--- src/rtl/pc_sequencer_if.sv ---
`default_nettype none
// ============================================================================
// Module      : pc_sequencer_if
// Description : Hazard, redirect and fetch-control bundle between the pipeline
//               and the PC sequencer.
// Revision    : 1.0 - initial release
// ============================================================================
interface pc_sequencer_if #(
    parameter int BIT_SIZE = 18
);
    logic                imem_ready;
    logic                ex_memread;
    logic [4:0]          ex_rt;
    logic [4:0]          id_rs;
    logic [4:0]          id_rt;
    logic                branch_taken;
    logic [BIT_SIZE-1:0] branch_target;
    logic                jump;
    logic [BIT_SIZE-1:0] jump_target;
    logic                halt;
    logic [BIT_SIZE-1:0] pc;
    logic                if_id_write;
    logic                if_id_flush;
    logic                id_ex_flush;
    logic [1:0]          state;
    logic [15:0]         stall_cycles;

    // Pipeline side: drives hazard/redirect information, consumes fetch control.
    modport master (
        output imem_ready, ex_memread, ex_rt, id_rs, id_rt,
               branch_taken, branch_target, jump, jump_target, halt,
        input  pc, if_id_write, if_id_flush, id_ex_flush, state, stall_cycles
    );

    modport slave (
        input  imem_ready, ex_memread, ex_rt, id_rs, id_rt,
               branch_taken, branch_target, jump, jump_target, halt,
        output pc, if_id_write, if_id_flush, id_ex_flush, state, stall_cycles
    );
endinterface
`default_nettype wire

--- src/rtl/pc_sequencer.sv ---
`default_nettype none
// ============================================================================
// Module      : pc_sequencer
// Description : Fetch PC sequencer with load-use stall, branch/jump redirect,
//               instruction-memory wait handling and halt.
// Revision    : 1.0 - initial release
// ============================================================================
module pc_sequencer #(
    parameter int                  BIT_SIZE = 18,
    parameter logic [BIT_SIZE-1:0] RESET_PC = '0
) (
    input  wire logic    clk,
    input  wire logic    rst,
    pc_sequencer_if.slave bus
);

    typedef enum logic [1:0] {
        ST_RUN    = 2'd0,
        ST_WAIT   = 2'd1,
        ST_HALTED = 2'd2
    } state_t;

    localparam logic [BIT_SIZE-1:0] c_PC_STEP   = BIT_SIZE'(4);
    localparam logic [15:0]         c_STALL_MAX = 16'hFFFF;

    state_t              r_state;
    logic [BIT_SIZE-1:0] r_pc;
    logic                r_pend_valid;
    logic [BIT_SIZE-1:0] r_pend_pc;
    logic [15:0]         r_stall;

    state_t              w_next_state;
    logic [BIT_SIZE-1:0] w_next_pc;
    logic [BIT_SIZE-1:0] w_pc_inc;
    logic                w_next_pend_valid;
    logic [BIT_SIZE-1:0] w_next_pend_pc;
    logic                w_hold;
    logic                w_luh;
    logic                w_if_id_write;
    logic                w_if_id_flush;
    logic                w_id_ex_flush;

    assign w_luh = bus.ex_memread && (bus.ex_rt != 5'd0) &&
                   ((bus.ex_rt == bus.id_rs) || (bus.ex_rt == bus.id_rt));

    assign w_pc_inc = r_pc + c_PC_STEP;

    always_comb begin
        w_next_state      = r_state;
        w_next_pc         = r_pc;
        w_next_pend_valid = r_pend_valid;
        w_next_pend_pc    = r_pend_pc;
        w_hold            = 1'b0;
        w_if_id_write     = 1'b0;
        w_if_id_flush     = 1'b0;
        w_id_ex_flush     = 1'b0;

        case (r_state)
            ST_RUN: begin
                if (bus.halt) begin
                    w_hold        = 1'b1;
                    w_if_id_flush = 1'b1;
                    w_id_ex_flush = 1'b1;
                    w_next_state  = ST_HALTED;
                end else if (bus.branch_taken) begin
                    w_next_pc     = bus.branch_target;
                    w_if_id_write = 1'b1;
                    w_if_id_flush = 1'b1;
                    w_id_ex_flush = 1'b1;
                end else if (bus.jump) begin
                    w_next_pc     = bus.jump_target;
                    w_if_id_write = 1'b1;
                    w_if_id_flush = 1'b1;
                end else if (w_luh) begin
                    w_hold        = 1'b1;
                    w_id_ex_flush = 1'b1;
                end else if (!bus.imem_ready) begin
                    w_hold        = 1'b1;
                    w_if_id_flush = 1'b1;
                    w_next_state  = ST_WAIT;
                end else begin
                    w_next_pc     = w_pc_inc;
                    w_if_id_write = 1'b1;
                end
            end

            ST_WAIT: begin
                if (bus.halt) begin
                    w_hold            = 1'b1;
                    w_if_id_flush     = 1'b1;
                    w_id_ex_flush     = 1'b1;
                    w_next_pend_valid = 1'b0;
                    w_next_state      = ST_HALTED;
                end else if (!bus.imem_ready) begin
                    w_hold        = 1'b1;
                    w_if_id_flush = 1'b1;
                    w_id_ex_flush = bus.branch_taken;
                    // A resolved branch is older than any jump and always wins the slot.
                    if (bus.branch_taken) begin
                        w_next_pend_valid = 1'b1;
                        w_next_pend_pc    = bus.branch_target;
                    end else if (bus.jump && !r_pend_valid) begin
                        w_next_pend_valid = 1'b1;
                        w_next_pend_pc    = bus.jump_target;
                    end
                end else begin
                    w_next_state      = ST_RUN;
                    w_next_pend_valid = 1'b0;
                    if (bus.branch_taken) begin
                        w_next_pc     = bus.branch_target;
                        w_if_id_write = 1'b1;
                        w_if_id_flush = 1'b1;
                        w_id_ex_flush = 1'b1;
                    end else if (r_pend_valid) begin
                        w_next_pc     = r_pend_pc;
                        w_if_id_write = 1'b1;
                        w_if_id_flush = 1'b1;
                    end else if (bus.jump) begin
                        w_next_pc     = bus.jump_target;
                        w_if_id_write = 1'b1;
                        w_if_id_flush = 1'b1;
                    end else if (w_luh) begin
                        w_hold        = 1'b1;
                        w_id_ex_flush = 1'b1;
                    end else begin
                        w_next_pc     = w_pc_inc;
                        w_if_id_write = 1'b1;
                    end
                end
            end

            ST_HALTED: begin
                w_hold        = 1'b1;
                w_if_id_flush = 1'b1;
                w_id_ex_flush = 1'b1;
            end

            default: begin
                w_hold        = 1'b1;
                w_if_id_flush = 1'b1;
                w_id_ex_flush = 1'b1;
                w_next_state  = ST_RUN;
            end
        endcase

        // Keep the pipeline quiescent for as long as reset is asserted.
        if (rst) begin
            w_if_id_write = 1'b0;
            w_if_id_flush = 1'b1;
            w_id_ex_flush = 1'b1;
        end
    end

    always_ff @(posedge clk or posedge rst) begin
        if (rst) begin
            r_state      <= ST_RUN;
            r_pc         <= RESET_PC;
            r_pend_valid <= 1'b0;
            r_pend_pc    <= RESET_PC;
            r_stall      <= 16'd0;
        end else begin
            r_state      <= w_next_state;
            r_pc         <= w_next_pc;
            r_pend_valid <= w_next_pend_valid;
            r_pend_pc    <= w_next_pend_pc;
            if (w_hold && (r_stall != c_STALL_MAX)) begin
                r_stall <= r_stall + 16'd1;
            end
        end
    end

    assign bus.pc           = r_pc;
    assign bus.state        = r_state;
    assign bus.stall_cycles = r_stall;
    assign bus.if_id_write  = w_if_id_write;
    assign bus.if_id_flush  = w_if_id_flush;
    assign bus.id_ex_flush  = w_id_ex_flush;

endmodule
`default_nettype wire

--- src/flat_wrapper.sv ---
// flat-port wrapper written by rule: the top's interface ports become plain ports
module pc_sequencer_flat 
#(
    parameter int                  BIT_SIZE = 18,
    parameter logic [BIT_SIZE-1:0] RESET_PC = '0
)
  (clk, rst, bus_imem_ready, bus_ex_memread, bus_ex_rt, bus_id_rs, bus_id_rt, bus_branch_taken, bus_branch_target, bus_jump, bus_jump_target, bus_halt, bus_pc, bus_if_id_write, bus_if_id_flush, bus_id_ex_flush, bus_state, bus_stall_cycles);
  pc_sequencer_if #(.BIT_SIZE(BIT_SIZE)) bus_i ();
  input  wire logic clk;
  input  wire logic rst;
  input wire logic [$bits(bus_i.imem_ready)-1:0] bus_imem_ready;
  input wire logic [$bits(bus_i.ex_memread)-1:0] bus_ex_memread;
  input wire logic [$bits(bus_i.ex_rt)-1:0] bus_ex_rt;
  input wire logic [$bits(bus_i.id_rs)-1:0] bus_id_rs;
  input wire logic [$bits(bus_i.id_rt)-1:0] bus_id_rt;
  input wire logic [$bits(bus_i.branch_taken)-1:0] bus_branch_taken;
  input wire logic [$bits(bus_i.branch_target)-1:0] bus_branch_target;
  input wire logic [$bits(bus_i.jump)-1:0] bus_jump;
  input wire logic [$bits(bus_i.jump_target)-1:0] bus_jump_target;
  input wire logic [$bits(bus_i.halt)-1:0] bus_halt;
  output wire logic [$bits(bus_i.pc)-1:0] bus_pc;
  output wire logic [$bits(bus_i.if_id_write)-1:0] bus_if_id_write;
  output wire logic [$bits(bus_i.if_id_flush)-1:0] bus_if_id_flush;
  output wire logic [$bits(bus_i.id_ex_flush)-1:0] bus_id_ex_flush;
  output wire logic [$bits(bus_i.state)-1:0] bus_state;
  output wire logic [$bits(bus_i.stall_cycles)-1:0] bus_stall_cycles;
  assign bus_i.imem_ready = bus_imem_ready;
  assign bus_i.ex_memread = bus_ex_memread;
  assign bus_i.ex_rt = bus_ex_rt;
  assign bus_i.id_rs = bus_id_rs;
  assign bus_i.id_rt = bus_id_rt;
  assign bus_i.branch_taken = bus_branch_taken;
  assign bus_i.branch_target = bus_branch_target;
  assign bus_i.jump = bus_jump;
  assign bus_i.jump_target = bus_jump_target;
  assign bus_i.halt = bus_halt;
  assign bus_pc = bus_i.pc;
  assign bus_if_id_write = bus_i.if_id_write;
  assign bus_if_id_flush = bus_i.if_id_flush;
  assign bus_id_ex_flush = bus_i.id_ex_flush;
  assign bus_state = bus_i.state;
  assign bus_stall_cycles = bus_i.stall_cycles;
  pc_sequencer #(.BIT_SIZE(BIT_SIZE), .RESET_PC(RESET_PC)) u_core (.clk(clk), .rst(rst), .bus(bus_i));
endmodule
--- config.mk ---
export PLATFORM = sky130hd
export DESIGN_NAME = pc_sequencer_flat
export DESIGN_NICKNAME = d
export VERILOG_FILES = /design/src/rtl/pc_sequencer_if.sv /design/src/rtl/pc_sequencer.sv /design/src/flat_wrapper.sv
export SDC_FILE = /design/constraint.sdc
export NUM_CORES = 1
export LEC_CHECK = 0
export CAP_MARGIN = 0
export CORE_ASPECT_RATIO = 0.5
export CORE_MARGIN = 1
export CORE_UTILIZATION = 25
export DETAILED_ROUTE_END_ITERATION = 6
export PLACE_DENSITY_LB_ADDON = 0.12
export SLEW_MARGIN = 20
export SYNTH_ARGS = -nofsm -noshare
export SYNTH_HDL_FRONTEND = slang
export SYNTH_SLANG_ARGS = --single-unit
--- constraint.sdc ---
create_clock -name clk -period 5.9 [get_ports clk]
set_input_delay 1.18 -clock clk [delete_from_list [all_inputs] [get_ports clk]]
set_output_delay 1.18 -clock clk [all_outputs]
set_load 0.02 [all_outputs]
* Yosys cells after proc, flatten, opt, wreduce, memory -nomap -nowiden
Cells that the tools add are included.
Storage, ports and cells: register bits 55, bits of input ports 58, logic and storage cells 110
Cells by class: multiplexer cells 69, equality and inequality tests 16, add/sub/neg operators 2, reduce and logical (&&, ||, !) cells 15, bitwise logic cells 3
Operators with widths (number):
- 2-to-1 mux 18 bit | 13
- 2-to-1 mux 1 bit | 43
- case mux 18 bit (2 select lines) | 1
- adder 18 x 3 -> 18 bit, second input constant | 1
- adder 16 x 1 -> 16 bit, second input constant | 1
- inequality test 16 bit, second input constant | 1
- inequality test 3 bit, second input constant | 5
- 2-to-1 mux 2 bit | 7
- equality test 5 bit | 2
- inequality test 4 bit, second input constant | 2
- case mux 1 bit (2 select lines) | 4
- AND reduction 7 bit | 1
- inequality test 2 bit, second input constant | 3
- case mux 2 bit (3 select lines) | 1
- AND reduction 6 bit | 1
- inequality test 5 x 4 -> 1 bit, second input constant | 1
- nonzero test 5 bit | 1
- logical AND 1 bit | 4
- AND reduction 4 bit | 1
- nonzero test 2 bit | 2
- nonzero test 4 bit | 1
- NOT 1 bit | 3
- equality test 2 x 1 -> 1 bit, second input constant | 1
- equality test 2 bit, second input constant | 1
- other kinds (4) | 4

* Logic depth before layout (Yosys ltp)
depth in word-level cells 11, mapped depth 8

* Worst setup path before layout
OpenSTA, ideal clock, no wires.
path kind input to output, start point in rst, end point out bus_if_id_flush, arrival time 2.893 ns, required time 4.720 ns, setup slack 1.827 ns, buffers on the path 0, cell stages on the path 2, cells stage by stage inv_1 > nand4_1
On the way: longest elaborated chain between the ends 1
RTL lines:
- from (decl) | RTL line flat_wrapper.sv:10 | input wire logic rst;
- 2-to-1 mux 1 bit | RTL line pc_sequencer.sv:147 | if (rst) begin
- to (decl) | RTL line flat_wrapper.sv:23 | output wire logic [$bits(bus_i.if_id_flush)-1:0] bus_if_id_flush;
Every way passes these cells.

* Worst setup path in the final report
start point in bus_ex_rt[0], end point out bus_if_id_write
On the way: longest elaborated chain between the ends 11
RTL lines:
- from (decl) | RTL line flat_wrapper.sv:13 | input wire logic [$bits(bus_i.ex_rt)-1:0] bus_ex_rt;
- equality test 5 bit or nonzero test 5 bit (tied branches) | RTL line pc_sequencer.sv:44, pc_sequencer.sv:43
- logical OR 1 bit or logical AND 1 bit (tied branches) | RTL line pc_sequencer.sv:44, pc_sequencer.sv:43
- logical AND 1 bit * | RTL line pc_sequencer.sv:43 | assign w_luh = bus.ex_memread && (bus.ex_rt != 5'd0) &&
- 2-to-1 mux 1 bit | RTL line pc_sequencer.sv:122 | end else if (w_luh) begin
- 2-to-1 mux 1 bit | RTL line pc_sequencer.sv:118 | end else if (bus.jump) begin
- 2-to-1 mux 1 bit | RTL line pc_sequencer.sv:114 | end else if (r_pend_valid) begin
- 2-to-1 mux 1 bit | RTL line pc_sequencer.sv:109 | if (bus.branch_taken) begin
- 2-to-1 mux 1 bit | RTL line pc_sequencer.sv:94 | end else if (!bus.imem_ready) begin
- 2-to-1 mux 1 bit | RTL line pc_sequencer.sv:88 | if (bus.halt) begin
- case mux 1 bit (2 select lines) * | RTL line pc_sequencer.sv:58 | case (r_state)
- 2-to-1 mux 1 bit * | RTL line pc_sequencer.sv:147
- to (decl) | RTL line flat_wrapper.sv:22 | output wire logic [$bits(bus_i.if_id_write)-1:0] bus_if_id_write;
Every way passes the cells marked *; elsewhere a longest branch is shown, timed or not.

==> metrics.txt <==
# TYPE chip_impl_metric gauge
chip_impl_metric{name="coreArea",unit="um^2"} 12900
chip_impl_metric{name="post_synth.cell_area_avg",unit="um^2"} 8.73
chip_impl_metric{name="cts_sinks",unit=""} 55
chip_impl_metric{name="timing.critical_path.required",unit="ns"} 4.72
chip_impl_metric{name="drtAntennaViolNets",unit=""} 0
chip_impl_metric{name="tightestPinTransition",unit="ns"} 0.790
chip_impl_metric{name="vias_per_cell",unit=""} 4.70
chip_impl_metric{name="number_of_flops_mapped_to_enable_cells_by_yosys",unit=""} 0
chip_impl_metric{name="final_min_period_over_clock_period",unit="%"} 78.4
chip_impl_info{name="rsz_0062_raised_after_global_routing",value="false"} 1
chip_impl_metric{name="initial_antenna_violation_count",unit=""} 0
chip_impl_metric{name="globalRouteOverflowTotal",unit=""} 0
chip_impl_info{name="setup.worst_path.start_class",value="input pin"} 1
chip_impl_metric{name="floorplan.rows",unit=""} 29
chip_impl_metric{name="final_skew",unit="ns"} 0.0132
chip_impl_metric{name="power.leakage",unit="nW"} 1.87
chip_impl_metric{name="drc_errors",unit=""} 2
chip_impl_metric{name="async_reset_ff_share",unit="%"} 100
chip_impl_metric{name="largest_net_degree_at_the_start_of_global_routing",unit=""} 48
chip_impl_info{name="clock_tree_from_tritoncts",value="built"} 1
chip_impl_info{name="worst_hold_path_type",value="register to register"} 1
chip_impl_metric{name="diodes",unit=""} 0
chip_impl_metric{name="dpl.hpwl",unit="um"} 6780
chip_impl_metric{name="finalCoreUtilization",unit="%"} 35.7
chip_impl_info{name="setup.worst_path.class",value="input pin to primary output"} 1
chip_impl_metric{name="drt-wirelength-per-cell",unit="um"} 15.2
chip_impl_info{name="dominantRegCellSynth",value="sky130_fd_sc_hd__dfrtp_1"} 1
chip_impl_metric{name="clock_power_share",unit="%"} 21.9
chip_impl_metric{name="layout_area_growth_over_synthesis",unit="%"} 36.9
chip_impl_info{name="synthDominantAreaCellType",value="sky130_fd_sc_hd__dfrtp_1"} 1
chip_impl_metric{name="final_layout_size_suffix_gt1_share",unit="%"} 5.51
chip_impl_metric{name="gp_congestion",unit=""} 0.751
chip_impl_metric{name="clock_tree.htree_level_count",unit=""} 2
chip_impl_metric{name="die_width",unit="um"} 166
chip_impl_metric{name="postSynthRegisterBits",unit=""} 55
chip_impl_metric{name="drv_cap",unit=""} 0
chip_impl_metric{name="synth_seq_area_share",unit="%"} 40.8
chip_impl_metric{name="dpl_cell_area",unit="um^2"} 4480
chip_impl_metric{name="timing.critical_path.fanout_max",unit=""} 4
chip_impl_metric{name="nNetsFinal",unit=""} 533
chip_impl_metric{name="arrival",unit="ns"} 3.45
chip_impl_metric{name="numCtsBuffers",unit=""} 5
chip_impl_metric{name="design.die.area",unit="um^2"} 14000
chip_impl_metric{name="count_of_yosys_warnings_during_synthesis",unit=""} 0
chip_impl_metric{name="share_of_yosys_cell_area_claimed_by_the_top_area_cell_type",unit="%"} 40.8
chip_impl_metric{name="final.fill_count",unit=""} 1356
chip_impl_metric{name="yosysUniqueCellTypes",unit=""} 47
chip_impl_metric{name="postCtsSetupRepairBufs",unit=""} 0
chip_impl_metric{name="fin_setup_tns",unit="ns"} 0
chip_impl_metric{name="grt_pass1_vias",unit=""} 3091
chip_impl_metric{name="syn_nets",unit=""} 446
chip_impl_metric{name="power_switching",unit="W"} 0.000488
chip_impl_metric{name="clock_insertion_delay_worst_skew",unit="ns"} 0.30
chip_impl_metric{name="cts_hold_buffers",unit=""} 0
chip_impl_metric{name="area_of_all_placed_cells_without_fillers",unit="um^2"} 4610
chip_impl_metric{name="buffer_ports.inserted",unit=""} 96
chip_impl_metric{name="comb_power_share",unit="%"} 36.7
chip_impl_metric{name="finalHoldViolCount",unit=""} 0
chip_impl_metric{name="initial_drc_count",unit=""} 97
chip_impl_metric{name="power.ir.vdd_worst",unit="V"} 0.000223
chip_impl_metric{name="global_route.usage.total",unit="%"} 14.8
chip_impl_metric{name="maxSlewHeadroom",unit="%"} 47.2
chip_impl_info{name="failed_checks",value="design-rule violations"} 1
chip_impl_metric{name="chip_height",unit="um"} 84.1
chip_impl_metric{name="p_int",unit="W"} 0.000861
chip_impl_metric{name="swShare",unit="%"} 36.2
chip_impl_info{name="cts-root-buf",value="sky130_fd_sc_hd__clkbuf_16"} 1
chip_impl_metric{name="period_needed",unit="ns"} 4.63
chip_impl_metric{name="totalWireLength",unit="um"} 9740
chip_impl_metric{name="cts_resized",unit=""} 0
chip_impl_info{name="worstSetupEndpointType",value="primary output"} 1
chip_impl_metric{name="post_synth_instance_area",unit="um^2"} 3370
chip_impl_metric{name="design.portCount",unit=""} 97
chip_impl_metric{name="cts.clk_slew.worst_paths",unit="ns"} 0.07
chip_impl_metric{name="syn-instance-count",unit=""} 386
chip_impl_metric{name="final_slew_violations",unit=""} 0
chip_impl_info{name="netlist_top_cells_area",value="sky130_fd_sc_hd__dfrtp_1, sky130_fd_sc_hd__xor2_1, sky130_fd_sc_hd__mux2i_1"} 1
chip_impl_metric{name="power.density_cell_area",unit="nW/um^2"} 292
chip_impl_metric{name="detail_route.first_pass.iterations",unit=""} 6
chip_impl_metric{name="maximum_count_of_clock_buffers_along_a_single_path",unit=""} 2
chip_impl_metric{name="initial_utilization",unit="%"} 26.1
chip_impl_metric{name="clock.fmax",unit="MHz"} 216
chip_impl_info{name="result_of_the_run",value="complete, but fails checks"} 1
chip_impl_metric{name="grt_first_pass_wirelength",unit="um"} 16400
chip_impl_metric{name="detailroute.via_count",unit=""} 3020
chip_impl_metric{name="timing.final.setup_violations",unit=""} 0
chip_impl_metric{name="seq_pwr_share",unit="%"} 41.4
## layout make-up
type | count | area [um^2] | share of cell area [%]
flip-flops and latches | 55 | 1380 | 29.8
clock buffers | 5 | 125 | 2.71
well taps | 170 | 213 | 4.61
clock inverters | 1 | 7.51 | 0.163
inverters | 14 | 52.6 | 1.14
multi-input cells | 296 | 1850 | 40.0
repair buffers | 101 | 993 | 21.5
## per-stage QoR
step                      instances  total power (W)  setup slack (ns)  hold WS, ns
after floorplan                 386         0.000813              1.83        0.449
after global placement          636          0.00107              1.25        0.464
after detailed placement        636          0.00106              1.26        0.470
after CTS                       642          0.00137              1.25        0.487
after global routing            642          0.00144              1.14        0.514
final                           642          0.00135              1.27        0.484
## registers in the layout, summed over array words and instances, names as in the netlist
signal / count
u_core.bus.pc: 18
u_core.r_pend_pc: 18
u_core.bus.stall_cycles: 16
u_core.bus.state: 2
u_core.r_pend_valid: 1
## final timing paths
kind                            slack, ns  cells past startpoint                 start                          to
max in group asynchronous            3.80                      3                   rst         u_core.bus.state[1]
worst max-delay path                 1.27                      6          bus_ex_rt[0]             bus_if_id_write
worst min register to register       0.48                      2  u_core.r_pend_pc[17]        u_core.r_pend_pc[17]
worst max register to register       3.59                      5   u_core.bus.state[1]           u_core.bus.pc[15]
min in group asynchronous            1.24                      2                   rst  u_core.bus.stall_cycles[9]
worst min-delay path                 0.48                      2  u_core.r_pend_pc[17]        u_core.r_pend_pc[17]
## cell usage in the layout, fill, tap and decap left out, types with 3 or more instances in the layout
cell                              count
sky130_fd_sc_hd__xor2_1              27
sky130_fd_sc_hd__clkdlybuf4s50_1     95
sky130_fd_sc_hd__xnor2_1             10
sky130_fd_sc_hd__o211ai_1             4
sky130_fd_sc_hd__or3_1                3
sky130_fd_sc_hd__nand3_1             14
sky130_fd_sc_hd__dfrtp_1             55
sky130_fd_sc_hd__o21ai_0             35
sky130_fd_sc_hd__inv_1               12
sky130_fd_sc_hd__a22oi_1              6
sky130_fd_sc_hd__a21oi_1             20
sky130_fd_sc_hd__nor3_1              12
sky130_fd_sc_hd__a21boi_0             4
sky130_fd_sc_hd__mux2_2               5
sky130_fd_sc_hd__a31oi_1              5
sky130_fd_sc_hd__nand4_1              5
sky130_fd_sc_hd__a211oi_1             5
sky130_fd_sc_hd__nor2_1              29
sky130_fd_sc_hd__nor4_1               7
sky130_fd_sc_hd__mux2i_1             20
sky130_fd_sc_hd__and3_1               3
sky130_fd_sc_hd__clkbuf_16            5
sky130_fd_sc_hd__nand2_1             47
sky130_fd_sc_hd__o22ai_1              4
sky130_fd_sc_hd__buf_4                5
## power by group through the flow
stage	Combinational [W]	Clock, W	Sequential [W]
floorplan	0.000182	0	0.000631
global placement	0.000496	0	0.000569
detailed placement	0.000499	0	0.000563
CTS	0.000501	0.000307	0.000559
global route	0.000542	0.000320	0.000577
finish	0.000495	0.000296	0.000559
## critical path, stage by stage
cell                              delay, ns
sky130_fd_sc_hd__clkdlybuf4s50_1       0.47
sky130_fd_sc_hd__or4_1                 0.56
sky130_fd_sc_hd__o21ai_1               0.29
sky130_fd_sc_hd__o31a_2                0.19
sky130_fd_sc_hd__and2_1                0.12
sky130_fd_sc_hd__clkdlybuf4s50_1       0.64
## cell usage after synthesis (all sizes together) (2+ instances only)
| cell type | n |
|---|---|
| a211oi | 5 |
| a21boi | 4 |
| a21o | 2 |
| a21oi | 20 |
| a22oi | 6 |
| a2bb2oi | 2 |
| a31oi | 5 |
| and2 | 2 |
| and3 | 3 |
| and4 | 2 |
| buf | 9 |
| clkbuf | 12 |
| dfrtp | 55 |
| ha | 2 |
| inv | 13 |
| mux2 | 5 |
| mux2i | 20 |
| nand2 | 47 |
| nand3 | 15 |
| nand4 | 5 |
| nor2 | 29 |
| nor3 | 13 |
| nor4 | 9 |
| o211ai | 4 |
| o21a | 2 |
| o21ai | 36 |
| o22ai | 4 |
| o31ai | 2 |
| or3 | 3 |
| or4 | 3 |
| xnor2 | 10 |
| xor2 | 27 |
## kinds of logic after synthesis
family	synth area share, %
AO/OA/AOI/OAI	17.6
XOR/XNOR	9.62
adder cells (fa/ha/maj)	0.743
buffers and inverters	4.57
flip-flops	40.8
multiplexers	7.61
AND/OR/NAND/NOR	19.0
## routing by layer
metal	global-route usage (%)	wire length, um	vias up
li1	-	-	1549
met1	19.6	4780	1420
met2	24.8	4530	47
met3	3.37	384	4
met4	2.63	51	0
met5	0	0	-
Note: power is estimated with default switching activity, not from simulation.
